<file path="config.mk">
export PLATFORM = sky130hd
export DESIGN_NAME = ram_burst_master
export DESIGN_NICKNAME = d
export VERILOG_FILES = /design/src/rtl/ram_pkg.sv /design/src/rtl/ram_beat_counter.sv /design/src/rtl/ram_burst_master.sv
export SDC_FILE = /design/constraint.sdc
export NUM_CORES = 1
export LEC_CHECK = 0
export CAP_MARGIN = 20
export CORE_MARGIN = 2
export CORE_UTILIZATION = 33
export DETAILED_ROUTE_END_ITERATION = 8
export GPL_ROUTABILITY_DRIVEN = 0
export GPL_TIMING_DRIVEN = 0
export PLACE_DENSITY = 0.82
export SYNTH_ARGS = -nofsm -noshare
export SYNTH_HDL_FRONTEND = slang
export SYNTH_SLANG_ARGS = --single-unit
</file>
<file path="constraint.sdc">
create_clock -name clk -period 3.1 [get_ports clk]
set_clock_uncertainty 0.2 [all_clocks]
set_input_delay 0.465 -clock clk [delete_from_list [all_inputs] [get_ports clk]]
set_output_delay 0.465 -clock clk [all_outputs]
set_load 0.03 [all_outputs]
</file>
<file path="src/rtl/ram_pkg.sv">
// rtl/ram_pkg.sv - shared widths and state encoding for the RAM burst master
package ram_pkg;

    localparam int RAM_ADR_W  = 8;
    localparam int RAM_DATA_W = 32;

    typedef enum logic [2:0] {
        ST_IDLE  = 3'd0,
        ST_WRITE = 3'd1,
        ST_READ  = 3'd2,
        ST_DRAIN = 3'd3,
        ST_DONE  = 3'd4
    } state_t;

endpackage

</file>
<file path="src/rtl/ram_beat_counter.sv">
// rtl/ram_beat_counter.sv - burst address generator and remaining-beat counter
module ram_beat_counter #(
    parameter int ADR_W = 8
) (
    input  logic             clk,
    input  logic             rst,
    input  logic             load,
    input  logic             step,
    input  logic [ADR_W-1:0] load_adr,
    input  logic [ADR_W-1:0] load_len,
    output logic [ADR_W-1:0] adr,
    output logic             last,
    output logic             zero
);

    localparam logic [ADR_W-1:0] ADR_ONE = {{(ADR_W-1){1'b0}}, 1'b1};
    localparam logic [ADR_W:0]   CNT_ONE = {{ADR_W{1'b0}}, 1'b1};

    logic [ADR_W-1:0] adr_q, adr_d;
    // one extra bit so that a full 2^ADR_W-beat burst is representable
    logic [ADR_W:0]   cnt_q, cnt_d;

    // load a new burst, or advance one beat with natural address wrap
    always_comb begin
        adr_d = adr_q;
        cnt_d = cnt_q;
        if (load) begin
            adr_d = load_adr;
            cnt_d = {1'b0, load_len} + CNT_ONE;
        end else if (step && (cnt_q != '0)) begin
            adr_d = adr_q + ADR_ONE;
            cnt_d = cnt_q - CNT_ONE;
        end
    end

    // address and count registers
    always_ff @(posedge clk or posedge rst) begin
        if (rst) begin
            adr_q <= '0;
            cnt_q <= '0;
        end else begin
            adr_q <= adr_d;
            cnt_q <= cnt_d;
        end
    end

    assign adr  = adr_q;
    assign last = (cnt_q == CNT_ONE);
    assign zero = (cnt_q == '0);

endmodule

</file>
<file path="src/rtl/ram_burst_master.sv">
// rtl/ram_burst_master.sv - command-driven burst read/write master for a synchronous RAM
module ram_burst_master
    import ram_pkg::*;
#(
    parameter int ADR_W  = RAM_ADR_W,
    parameter int DATA_W = RAM_DATA_W
) (
    input  logic              clk,
    input  logic              start,
    input  logic              cmd_valid,
    output logic              cmd_ready,
    input  logic              cmd_wr,
    input  logic [ADR_W-1:0]  cmd_adr,
    input  logic [ADR_W-1:0]  cmd_len,
    input  logic              wr_valid,
    output logic              wr_ready,
    input  logic [DATA_W-1:0] wr_data,
    output logic              rd_valid,
    output logic [DATA_W-1:0] rd_data,
    output logic              rd_last,
    output logic              done,
    output logic              ram_we,
    output logic [ADR_W-1:0]  ram_adr,
    output logic [DATA_W-1:0] ram_din,
    input  logic [DATA_W-1:0] ram_dout
);

    state_t           state_q, state_d;
    logic             cmd_ready_q, cmd_ready_d;
    logic             wr_ready_q, wr_ready_d;
    logic             rd_valid_q, rd_valid_d;
    logic             rd_last_q, rd_last_d;
    logic             done_q, done_d;

    logic             cnt_load;
    logic             cnt_step;
    logic [ADR_W-1:0] cur_adr;
    logic             cnt_last;
    logic             cnt_zero;
    logic             beat_wr;

    ram_beat_counter #(
        .ADR_W (ADR_W)
    ) u_beat_counter (
        .clk      (clk),
        .rst      (start),
        .load     (cnt_load),
        .step     (cnt_step),
        .load_adr (cmd_adr),
        .load_len (cmd_len),
        .adr      (cur_adr),
        .last     (cnt_last),
        .zero     (cnt_zero)
    );

    // a write beat lands on the RAM in the same cycle it is offered
    assign beat_wr = (state_q == ST_WRITE) && wr_valid && !cnt_zero;

    // next-state and registered-output decode
    always_comb begin
        state_d  = state_q;
        cnt_load = 1'b0;
        cnt_step = 1'b0;
        case (state_q)
            ST_IDLE: begin
                if (cmd_valid && cmd_ready_q) begin
                    cnt_load = 1'b1;
                    state_d  = cmd_wr ? ST_WRITE : ST_READ;
                end
            end
            ST_WRITE: begin
                if (beat_wr) begin
                    cnt_step = 1'b1;
                    if (cnt_last) state_d = ST_DONE;
                end
            end
            ST_READ: begin
                cnt_step = !cnt_zero;
                if (cnt_last || cnt_zero) state_d = ST_DRAIN;
            end
            ST_DRAIN: state_d = ST_DONE;
            ST_DONE:  state_d = ST_IDLE;
            default:  state_d = ST_IDLE;
        endcase
        cmd_ready_d = (state_d == ST_IDLE);
        wr_ready_d  = (state_d == ST_WRITE);
        // RAM data for an address issued now appears next cycle
        rd_valid_d  = (state_q == ST_READ);
        rd_last_d   = (state_q == ST_READ) && (state_d == ST_DRAIN);
        done_d      = (state_d == ST_DONE);
    end

    // state and registered handshake/status outputs
    always_ff @(posedge clk or posedge start) begin
        if (start) begin
            state_q     <= ST_IDLE;
            cmd_ready_q <= 1'b0;
            wr_ready_q  <= 1'b0;
            rd_valid_q  <= 1'b0;
            rd_last_q   <= 1'b0;
            done_q      <= 1'b0;
        end else begin
            state_q     <= state_d;
            cmd_ready_q <= cmd_ready_d;
            wr_ready_q  <= wr_ready_d;
            rd_valid_q  <= rd_valid_d;
            rd_last_q   <= rd_last_d;
            done_q      <= done_d;
        end
    end

    assign cmd_ready = cmd_ready_q;
    assign wr_ready  = wr_ready_q;
    assign rd_valid  = rd_valid_q;
    assign rd_last   = rd_last_q;
    assign done      = done_q;
    assign rd_data   = rd_valid_q ? ram_dout : '0;
    assign ram_we    = beat_wr;
    assign ram_din   = beat_wr ? wr_data : '0;
    assign ram_adr   = ((state_q == ST_WRITE) || (state_q == ST_READ)) ? cur_adr : '0;

endmodule

</file>
==> results of run 1 <==
==> how the worst max path moves through the flow <==
stage | to | slack, ns | depth (start not counted)
6_report | ram_adr[0] | 0.11 | 6
5_1_grt | ram_din[8] | -0.03 | 9
4_1_cts | ram_din[4] | 0.01 | 9
3_5_place_dp | ram_din[4] | -0.32 | 9
3_3_place_gp | ram_din[8] | -0.27 | 9
2_1_floorplan | ram_din[22] | 0.30 | 8
==> power groups by stage <==
stage	logic [mW]	clock network [mW]	registers, mW
after floorplan	1.10	0	0.635
after global placement	1.81	0	0.622
after detailed placement	1.84	0	0.630
after CTS	1.84	0.195	0.625
after global routing	2.00	0.212	0.674
final	1.85	0.194	0.644
==> cell usage after synthesis, drive strengths merged <==
cell type,count,share of area (%)
nand2,16,3.1
nor2,14,2.7
ha,5,3.2
nand3b,3,1.2
xor2,11,4.9
nor3b,2,0.77
a2111oi,1,0.45
or4,1,0.38
a22o,1,0.45
nor3,3,0.77
a311oi,1,0.45
o221ai,1,0.45
or2,1,0.32
nor4,5,3.2
clkbuf,9,1.7
xnor2,7,3.1
nor4b,1,0.45
or3b,1,0.58
a21oi,6,1.5
dfrtp,25,32
nand3,9,2.3
or3,2,0.64
nand4b,1,0.45
o211ai,1,0.38
and2,66,21
inv,5,0.96
o2111a,1,0.58
o21ai,10,2.9
a211oi,2,1.0
nand4bb,1,0.58
a32o,1,0.51
mux2i,1,0.51
buf,3,0.77
nand4,5,1.6
and3,1,0.32
nor2b,10,3.2
nand2b,1,0.32
==> sequential cells by signal, indices dropped and copies added, names as in the netlist <==
name,cells
u_beat_counter.cnt_q,9
rd_last,1
done,1
u_beat_counter.adr,8
rd_valid,1
state_q,3
cmd_ready,1
wr_ready,1
==> kinds of logic after synthesis <==
group	Yosys count	synth area share (%)
AO/OA/AOI/OAI	25	8.766
XOR/XNOR	18	8.061
adder cells (fa/ha/maj)	5	3.199
buffers and inverters	17	3.455
flip-flops	25	31.99
multiplexers	1	0.5119
AND/OR/NAND/NOR	143	44.02
==> final cells by class <==
cell class	count	area [sq um]
buffer	12	55.05
clock buffer	3	41.29
clock inverter	1	5.005
fill	506	2022
inverter	5	18.77
multi-input combinational	192	1300
sequential	25	626.9
tap	75	93.84
timing repair buffer	162	1653
==> worst register-to-register path, delay by kind of cell (launching register included) <==
kind,cells,cell delay [ns]
AOI/OAI and AO/OA,1,0.19
DFF,1,0.37
buffers and inverters,2,0.69
and+or+nand+nor,1,0.72
==> stage by stage <==
step                utilization, %  total power [mW]  instance area [sq um]  TNS (ns)
finish                       65.23             2.687                   3794         0
floorplan                        -             1.736                   1956         0
CTS                          64.76             2.664                   3766         0
global route                 65.23             2.887                   3794   -0.3382
global placement             63.12             2.432                   3671    -6.715
detailed placement           63.12             2.472                   3671    -8.645
==> layer usage <==
layer | track usage [%] | vias up
met1 | 22.77 | 1031
met5 | 0 | -
met4 | 4.576 | 0
met2 | 35.70 | 92
met3 | 4.667 | 4
li1 | - | 1116
==> what timing repair did <==
action,4_1_cts,5_1_grt
setup endpoints to repair,33,38
setup buffers,0,0
gates resized for setup,97,7
==> insert_results.sql, run 1 <==
INSERT INTO impl_metrics (metric_group, metric, value, unit) VALUES
('cells_and_area', 'antenna_cells', '0', ''),
('detailed_routing', 'top_layer_used', 'met4', ''),
('place', 'hpwlAfterDp', '5.559', 'mm'),
('cells_and_area', 'final_cell_mix', 'clkdlybuf4s50_1 (129), and2_1 (65), clkdlybuf4s15_2 (29)', ''),
('worst_setup_path', 'worstSetupEndpointType', 'output pin', ''),
('detailed_routing', 'mean_routed_wirelength_per_cell', '14.28', 'um'),
('worst_setup_path', 'setup.worst_path.start_class', 'register', ''),
('power', 'seq_power_share', '24.0', '%'),
('detailed_routing', 'post_drt_via_cell_ratio', '4.722', ''),
('min_path', 'hold_path.class', 'register to register', ''),
('sta', 'finalCritPeriodShare', '96.58', '%'),
('floorplanning', 'core', '5816', 'sq um'),
('yosys', 'ys_warn_count', '0', ''),
('cells_and_area', 'drive_gt1_share', '14.00', '%'),
('clock_network', 'cts_inserted_buffers', '3', ''),
('clock_network', 'root_buffer', 'clkbuf_8', ''),
('global_routing', 'overflow', '0', ''),
('floorplanning', 'floorplan.io_pins', '163', ''),
('sta', 'worst_pin_slew', '0.9043', 'ns'),
('power', 'power_density', '708.3', 'nW/um^2'),
('global_routing', 'grt_antenna_before_repair', '0', ''),
('place', 'placement.setup.worst_slack', '-0.3215', 'ns'),
('global_routing', 'track_usage', '19.47', '%'),
('worst_setup_path', 'critical-path-slowest-cell', 'clkdlybuf4s50_1', ''),
('power', 'irDropWorstVdd', '0.3458', 'mV'),
('power', 'p_clk_share', '7.2', '%'),
('worst_setup_path', 'crit_path_max_incr_delay', '0.70', 'ns'),
('clock_network', 'clock_pin_slew_on_the_worst_setup_and_hold_paths', '0.09', 'ns'),
('place', 'buffer_ports.inserted', '162', ''),
('global_routing', 'grt_first_pass_wirelength', '9.811', 'mm'),
('global_routing', 'maximum_number_of_pins_on_one_net_before_global_route_repair', '26', ''),
('detailed_routing', 'post-route-drc-count', '0', ''),
('detailed_routing', 'm1WireLength', '2.601', 'mm'),
('clock_network', 'numClockSinks', '25', ''),
('run', 'drv.max_cap_violation_count', '0', ''),
('detailed_routing', 'met3RoutedLength', '611', 'um'),
('floorplanning', 'die_width', '80.98', 'um'),
('sta', 'worst_rel_slew_slack', '39.65', '%'),
('worst_setup_path', 'crit_path_max_fanout', '9', ''),
('sta', 'timing.final.max_slew_violations', '0', ''),
('cells_and_area', 'mostFrequentLayoutCell', 'clkdlybuf4s50_1', ''),
('worst_setup_path', 'r2r-start', 'state_q[0]', ''),
('cells_and_area', 'stdcell_count', '475', ''),
('worst_setup_path', 'crit_family', 'buffers and inverters', ''),
('min_path', 'worst_hold_end', 'u_beat_counter.adr[1]', ''),
('sta', 'finalSetupViolCount', '0', ''),
('floorplanning', 'chipHeight', '80.98', 'um'),
('detailed_routing', 'detailroute.wirelength.met2', '3.531', 'mm'),
('worst_setup_path', 'arrival', '2.33', 'ns'),
('floorplanning', 'placementRows', '28', ''),
('worst_setup_path', 'critical_path_class', 'register to output pin', ''),
('power', 'power.share.switching', '48.84', '%'),
('sta', 'max_freq', '334.0', 'MHz'),
('worst_setup_path', 'worstReg2RegEnd', 'u_beat_counter.adr[2]', ''),
('global_routing', 'first_global_vias', '2029', ''),
('status', 'run_status', 'finished clean', ''),
('sta', 'hold_violations', '0', ''),
('yosys', 'syn_area_per_cell', '8.357', 'sq um'),
('detailed_routing', 'wl', '6.784', 'mm'),
('min_path', 'hp-start', 'u_beat_counter.adr[1]', ''),
('cells_and_area', 'syn2layout_area_growth', '93.99', '%'),
('clock_network', 'cts_tree', 'done', ''),
('worst_setup_path', 'worst-r2r-cell-count', '4', ''),
('detailed_routing', 'drt-initial-drc-count', '72', ''),
('power', 'p_leak', '1.489', 'nW'),
('yosys', 'synth_net_count', '324', ''),
('detailed_routing', 'dr_vias', '2243', ''),
('clock_network', 'postCtsHoldBufs', '0', ''),
('clock_network', 'ctsHtreeMaxLevel', '1', ''),
('power', 'p_comb_share', '68.8', '%'),
('clock_network', 'insertion_delay', '0.27', 'ns');
No activity file was read; power rests on OpenSTA's default activity.
==> run 2: changes to the inputs <==
Settings changed: SETUP_SLACK_MARGIN set to 0.15.
==> insert_results.sql, run 2 (synthesized netlist as in run 1, its figures left out) <==
INSERT INTO impl_metrics (metric_group, metric, value, unit) VALUES
('cells_and_area', 'finalInstanceArea', '3611', 'sq um'),
('sta', 'finalSetupViolCount', '0', ''),
('global_routing', 'maximum_number_of_pins_on_one_net_before_global_route_repair', '26', ''),
('detailed_routing', 'wl', '6.770', 'mm'),
('run', 'drv.max_cap_violation_count', '0', ''),
('floorplanning', 'core', '5816', 'sq um'),
('detailed_routing', 'mean_routed_wirelength_per_cell', '14.25', 'um'),
('clock_network', 'root_buffer', 'clkbuf_8', ''),
('worst_setup_path', 'worstSetupEndpointType', 'output pin', ''),
('power', 'irDropWorstVdd', '0.3456', 'mV'),
('place', 'buffer_ports.inserted', '162', ''),
('detailed_routing', 'post-route-drc-count', '0', ''),
('clock_network', 'postCtsHoldBufs', '0', ''),
('floorplanning', 'die_width', '80.98', 'um'),
('clock_network', 'clock_pin_slew_on_the_worst_setup_and_hold_paths', '0.08', 'ns'),
('worst_setup_path', 'critPathRequiredTime', '2.43', 'ns'),
('min_path', 'hold_path.class', 'register to register', ''),
('clock_network', 'ctsHtreeMaxLevel', '1', ''),
('detailed_routing', 'drt_pre_antenna_iters', '4', ''),
('power', 'power_density', '728.3', 'nW/um^2'),
('detailed_routing', 'post_drt_via_cell_ratio', '4.697', ''),
('floorplanning', 'die_area', '6558', 'sq um'),
('global_routing', 'overflow', '0', ''),
('cells_and_area', 'multi_input_logic_area', '1300', 'sq um'),
('cells_and_area', 'drive_gt1_share', '14.00', '%'),
('cells_and_area', 'largest_register', 'u_beat_counter.cnt_q', ''),
('cells_and_area', 'fill_cells', '544', ''),
('place', 'hpwlAfterDp', '5.559', 'mm'),
('cells_and_area', 'flip_flop_count_of_the_largest_register_after_layout', '9', ''),
('sta', 'setup_tns', '0', 'ns'),
('detailed_routing', 'drt-initial-drc-count', '71', ''),
('sta', 'hold_violations', '0', ''),
('clock_network', 'numClockSinks', '25', ''),
('global_routing', 'track_usage', '19.44', '%'),
('floorplanning', 'floorplan.io_pins', '163', ''),
('sta', 'fin_worst_hold_slack', '0.3607', 'ns'),
('cells_and_area', 'antenna_cells', '0', ''),
('place', 'postPlaceCellArea', '3671', 'sq um'),
('worst_setup_path', 'critPathMostFrequentCell', 'and2_1', ''),
('cells_and_area', 'final_cell_mix', 'clkdlybuf4s50_1 (121), and2_1 (65), buf_2 (31)', ''),
('sta', 'final_critical_delay_including_setup_and_external_delays', '2.851', 'ns'),
('place', 'placement.setup.worst_slack', '-0.3215', 'ns'),
('floorplanning', 'initial_core_util', '33.63', '%'),
('detailed_routing', 'ant_nets', '0', ''),
('worst_setup_path', 'crit_path_max_incr_delay', '0.45', 'ns'),
('power', 'p_leak', '1.566', 'nW'),
('cells_and_area', 'area.sequential', '626.9', 'sq um'),
('clock_network', 'clock_tree.buffer_depth', '2', ''),
('worst_setup_path', 'chain_of_cells_forming_the_critical_path', 'inv_1 > ha_2 > nor4b_4 > and2_1 > buf_4 > nor2_4 > clkbuf_4 > and2_1 > buf_2', ''),
('clock_network', 'insertion_delay', '0.27', 'ns'),
('sta', 'worst_rel_slew_slack', '39.54', '%'),
('clock_network', 'cts_inserted_buffers', '3', ''),
('worst_setup_path', 'critical_path_class', 'register to output pin', ''),
('worst_setup_path', 'crit_path_max_fanout', '10', ''),
('global_routing', 'grt_antenna_before_repair', '0', ''),
('sta', 'timing.final.max_slew_violations', '0', ''),
('cells_and_area', 'nets', '491', ''),
('sta', 'finalCritPeriodShare', '91.98', '%'),
('sta', 'worst_pin_slew', '0.9059', 'ns'),
('floorplanning', 'chipHeight', '80.98', 'um'),
('sta', 'post-route-worst-setup-slack', '0.2487', 'ns'),
('worst_setup_path', 'critical-path-slowest-cell', 'dfrtp_2', ''),
('clock_network', 'cts_tree', 'done', ''),
('worst_setup_path', 'setup.worst_path.start_class', 'register', ''),
('cells_and_area', 'mostFrequentLayoutCell', 'clkdlybuf4s50_1', ''),
('cells_and_area', 'syn2layout_area_growth', '84.64', '%'),
('global_routing', 'grt_first_pass_wirelength', '9.811', 'mm'),
('floorplanning', 'placementRows', '28', ''),
('detailed_routing', 'dr_vias', '2231', ''),
('worst_setup_path', 'arrival', '2.19', 'ns'),
('global_routing', 'first_global_vias', '2011', ''),
('sta', 'setup_repair_after_global_routing_missed_its_margin', 'false', ''),
('status', 'run_status', 'finished clean', ''),
('sta', 'max_freq', '350.7', 'MHz');
==> run 2: changes by cell type in the layout (fill, tap and decap cells not counted), moves of 2 or more <==
cell and change:
clkbuf_2 -3, clkbuf_4 +2, clkdlybuf4s15_2 -29, clkdlybuf4s50_1 -8
buf_2 +29, dlygate4sd2_1 +7
==> run 2: layout make-up <==
type                       instances  area share [%]
inverter                           5          0.5198
tap                               75           2.599
multi-input combinational        192           36.00
buffer                            12           1.733
clock inverter                     1          0.1386
clock buffer                       3           1.143
timing repair buffer             162           40.51
sequential                        25           17.36
==> run 2: worst max-delay path: cells and delay by family (launching register included) <==
kind	cells	cell delay, ns
adder cells (fa/ha/maj)	1	0.22
buffers and inverters	4	0.62
flip-flops	1	0.45
AND/OR/NAND/NOR	4	0.61
==> run 2: power breakdown <==
group | switching, mW | internal [mW]
sequential | 0.174 | 0.470
clock | 0.104 | 0.0900
combinational | 1.03 | 0.760
==> run 2: worst paths after layout <==
path | startpoint | slack (ns) | endpoint | cells past startpoint
setup / recovery | u_beat_counter.cnt_q[0] | 0.25 | ram_din[9] | 9
hold / removal | u_beat_counter.adr[1] | 0.36 | u_beat_counter.adr[1] | 2
setup reg to reg | state_q[0] | 0.78 | u_beat_counter.adr[2] | 4
hold reg to reg | u_beat_counter.adr[1] | 0.36 | u_beat_counter.adr[1] | 2
max in group asynchronous | start | 1.60 | u_beat_counter.cnt_q[0] | 2
min in group asynchronous | start | 0.49 | done | 2
==> run 2: what timing repair did <==
action,4_1_cts,5_1_grt
pin swaps,0,0
endpoints found under the setup margin,41,38
gates resized for setup,161,13
buffers inserted,0,0
==> run 2: metal layers <==
metal  track usage [%]  wire length (um)  vias to the layer above
met5                 0                 0                        -
met4             4.746                40                        0
met3             5.000               603                        4
met2             35.12              3500                       83
met1             22.91              2626                     1027
li1                  -                 -                     1117
==> run 2: metrics by stage <==
| stage | std cells | utilization (%) | power, mW |
|---|---|---|---|
| global route | 475 | 62.09 | 2.829 |
| floorplan | 234 | - | 1.736 |
| detailed placement | 471 | 63.12 | 2.472 |
| CTS | 475 | 62.07 | 2.612 |
| global placement | 471 | 63.12 | 2.432 |
| finish | 475 | 62.09 | 2.630 |
==> edit 1: new RTL, settings of run 1 <==
The package constant `RAM_ADR_W` goes from 8 to 7.
--- a/src/rtl/ram_pkg.sv
+++ b/src/rtl/ram_pkg.sv
@@ -1,7 +1,7 @@
 // rtl/ram_pkg.sv - shared widths and state encoding for the RAM burst master
 package ram_pkg;
 
-    localparam int RAM_ADR_W  = 8;
+    localparam int RAM_ADR_W  = 7;
     localparam int RAM_DATA_W = 32;
 
     typedef enum logic [2:0] {
Interface: changed (resized cmd_adr, cmd_len and ram_adr); port bits go from 163 to 160. No check against the original RTL was run, so the function may have changed too.
==> edit 1 against run 1 <==
  * Worst setup slack got worse by 0.018 ns
  * Power shrank 5.1%
  * Sequential cell count is 2 lower
  * Fmax shrank 0.60%
  * Utilization increased by 0.24 points
  * First-iteration DRC count increased by 33%
  * Clock power is 5% higher
  * Wire length up 0.40%
  * Design area down 4.4%
  * Global-route usage rose by 1.4 points
  * Via count is 2.6% higher
  * Area after synthesis is 2.2% lower
  * Worst hold slack gained 0.029 ns
  * Largest power group unchanged
  * Highest routed layer unchanged
==> edit 1: results (changes against run 1) <==
| Metric | Value |
|---|---|
| Outcome | complete, no violations |
| Switching pwr | 1.24 mW (-5.2%) |
| Power Total | 2.55 mW (-5.1%) |
| Wl on met1 | 2860 µm (+9.8%) |
| Net total in the final layout | 482 (-1.8%) |
| First-pass GRT wire length | 10700 µm (+8.6%) |
| Met1 Resource Use GR | 27.0% (+4.3 points) |
| CP arrival | 2.35 ns (+0.02 ns) |
| DR iter-0 viols | 96 (+33%) |
| VDD IR-drop max | 0.453 mV (+31%) |
| Seq/Total Area, Yosys | 30.1% (-1.9 points) |
| Pin count of the biggest net entering global routing | 24 (-7.7%) |
| Place WS | -0.102 ns (+0.220 ns) |
| IO buf count | 159 (-1.9%) |
| Worst-Margin Slew | 0.915 ns (+0.0108 ns) |
| Max reg flops | 8 (-1) |
| FILL cells | 467 (-7.7%) |
| Critical R2R Launch | state_q[2]$_DFF_PP0_ |
| Area contributors post-synth | dfrtp_1 (30%), and2_1 (24%), o311ai_0 (4.1%), or4_1 (3.9%), nand3_1 (3.4%) |
| CP Capture Point | ram_din[30] |
| Flop pwr share | 23.1% (-0.9 points) |
| Number of distinct library cells after synthesis | 40 (-2.4%) |
| P_comb | 1.76 mW (-5%) |
| Static leakage | 1.48 nW (-0.35%) |
| Layout cells sized above 1 | 12.5% (-1.5 points) |
| Syn nets | 314 (-3.1%) |
| Reg2reg setup slack | 0.72 ns (-0.06 ns) |
| Number of global-route vias before repair | 2057 (+1.4%) |
| Post-DP HPWL | 5520 µm (-0.63%) |
| Commonest cells post-synth | and2_1 (72), dfrtp_1 (23), nand3_1 (13) |
| Via count | 2301 (+2.6%) |
| Tot GR Track Use | 20.8% (+1.4 points) |
| CP max FO | 10 (+1) |
| Finished Layout Cells | 465 (-2.1%) |
| Met3 usage | 3.60% (-1.1 points) |
| Crit path max-delay cell type | or4_4 |
| RR Endpoint | u_beat_counter.cnt_q[7]$_DFFE_PP0P_ |
| Dpl cells | 457 (-3.0%) |
edit 1: cell types whose count changed in the layout (fill, tap and decap cells not counted), moves of 5 or more:
cell,delta
or4_1,+9
buf_6,+5
xor2_1,-9
clkbuf_2,+10
nor2b_1,-7
nand4_1,-5
clkdlybuf4s15_2,-12
and2_1,+7
o311ai_0,+9
nand2_1,-6
edit 1: worst min path at each step:
| stage | from | depth (start not counted) | slack, ns | to |
|---|---|---|---|---|
| 3_3_place_gp | u_beat_counter.adr[6]$_DFFE_PP0P_ | 2 | 0.34 | u_beat_counter.adr[6]$_DFFE_PP0P_ |
| 5_1_grt | u_beat_counter.adr[5]$_DFFE_PP0P_ | 2 | 0.42 | u_beat_counter.adr[5]$_DFFE_PP0P_ |
| 4_1_cts | state_q[0]$_DFF_PP0_ | 1 | 0.39 | rd_valid$_DFF_PP0_ |
| 3_5_place_dp | state_q[0]$_DFF_PP0_ | 1 | 0.37 | rd_valid$_DFF_PP0_ |
| 2_1_floorplan | start | 1 | 0.27 | cmd_ready$_DFF_PP0_ |
| 6_report | state_q[2]$_DFF_PP0_ | 1 | 0.39 | rd_valid$_DFF_PP0_ |
edit 1: final cells by class:
cell class              count  share of cell area, %
repair buffers            163                   43.5
multi-input cells         181                   33.5
flip-flops and latches     23                   15.9
plain buffers              15                   2.66
well taps                  72                   2.48
clock buffers               4                   1.24
inverters                   7                  0.724
edit 1: kinds of logic after synthesis:
group / after synthesis / share of synthesized area [%]
adders and majority gates: 5 / 3.27
xor gates and xnor gates: 6 / 2.75
and+or+nand+nor: 136 / 44.3
DFF: 23 / 30.1
AOI/OAI and AO/OA: 34 / 13.2
buffers and inverters: 22 / 6.41
edit 1: timing repair:
action                     CTS  global route
gates cloned                 0             0
setup endpoints to repair   33            29
setup buffers                0             4
resized for setup           78            14
==> edit 2: new RTL, flow settings as in run 1 <==
Made on the original files. Take the reset off `adr_q` and load it in a clocked block of its own.
--- a/src/rtl/ram_beat_counter.sv
+++ b/src/rtl/ram_beat_counter.sv
@@ -36,12 +36,14 @@
     // address and count registers
     always_ff @(posedge clk or posedge rst) begin
         if (rst) begin
-            adr_q <= '0;
             cnt_q <= '0;
         end else begin
-            adr_q <= adr_d;
             cnt_q <= cnt_d;
         end
+    end
+
+    always_ff @(posedge clk) begin
+        adr_q <= adr_d;
     end
 
     assign adr  = adr_q;
Behaviour: same outputs for any inputs over 10 cycles, from zero or initial values; that may be too few to reach the edited logic, so the function may still have changed.
==> edit 2 against run 1 <==
  * Worst setup slack got worse by 0.020 ns
  * Count of clock-buffer cells in the layout increased by 1
  * Largest power group unchanged
  * Critical path type unchanged
  * Power rose by 5.3%
  * Worst hold slack better by 0.014 ns
  * Sequential cell count did not move
  * Wire length is 10% lower
  * Fmax decreased by 0.66%
  * Design area shrank 4.6%
  * Largest cell class unchanged
  * Critical endpoint is now ram_din[14]
  * Synthesized cell count down 4.7%
  * Via count is 0.98% lower
  * Area after synthesis shrank 2.3%
==> edit 2: results (changes against run 1) <==
| Metric | Value |
|---|---|
| Ys async rst share | 68.0% (-32 points) |
| Dpl cells | 457 (-3.0%) |
| Reg2reg setup slack | 0.46 ns (-0.32 ns) |
| Area of the multi-input gates | 1230 µm² (-5.0%) |
| Met3 usage | 5.17% (+0.50 points) |
| Layout cells sized above 1 | 12.8% (-1.2 points) |
| FMAX | 332 MHz (-0.66%) |
| Outcome | complete, no violations |
| Vias/cell | 4.80 (+1.6%) |
| Pin count of the biggest net entering global routing | 18 (-31%) |
| Tot GR Track Use | 18.1% (-1.3 points) |
| Met1 Resource Use GR | 18.9% (-3.8 points) |
| Grt met2 use | 35.0% (-0.70 points) |
| Net total in the final layout | 482 (-1.8%) |
| VDD IR-drop max | 0.403 mV (+16%) |
| Commonest cells post-synth | and2_1 (65), nor2_1 (23), dfrtp_1 (17) |
| Cell Area, Placed | 3620 µm² (-1.3%) |
| Final wirelength | 6080 µm (-10%) |
| Cts repair resizes | 74 (-24%) |
| Clock power share | 6.8% (-0.4 points) |
| Post-synthesis area per instance | 8.57 µm² (+2.5%) |
| First-pass GRT wire length | 9340 µm (-4.9%) |
| CP arrival | 2.35 ns (+0.02 ns) |
| Switching pwr | 1.35 mW (+3.0%) |
| Post-DP HPWL | 5070 µm (-8.7%) |
| DR iter-0 viols | 93 (+29%) |
| Setup crit start | u_beat_counter.cnt_q[5]$_DFFE_PP0P_ |
| Wl on met1 | 2180 µm (-16%) |
| Place WS | -0.884 ns (-0.562 ns) |
edit 2: critical path: stages (launching register included):
cell and delay, ns:
dfrtp_1 0.40, or4_1 0.51, buf_2 0.18, nor4_4 0.23
a21boi_4 0.13, clkbuf_2 0.18, and2_1 0.17, clkdlybuf4s15_2 0.28
edit 2: logic make-up (layout without fill, tap and decap cells):
kind of cell    count (synthesis)  in the layout  synth area share (%)
simple gates                  130            130                  40.3
compound gates                 28             28                  9.17
fa+ha+maj                       5              5                  3.27
mux                             2              2                  1.18
flops                          25             25                  34.8
xor+xnor                       18             18                  8.25
buf+inv                        15            183                  3.01
edit 2: layout make-up:
| class | instances | share of cell area (%) |
|---|---|---|
| flip-flops and latches | 25 | 18.4 |
| plain buffers | 10 | 1.17 |
| multi-input cells | 183 | 34.1 |
| clock buffers | 4 | 1.24 |
| repair buffers | 164 | 42.1 |
| inverters | 5 | 0.518 |
| well taps | 72 | 2.49 |
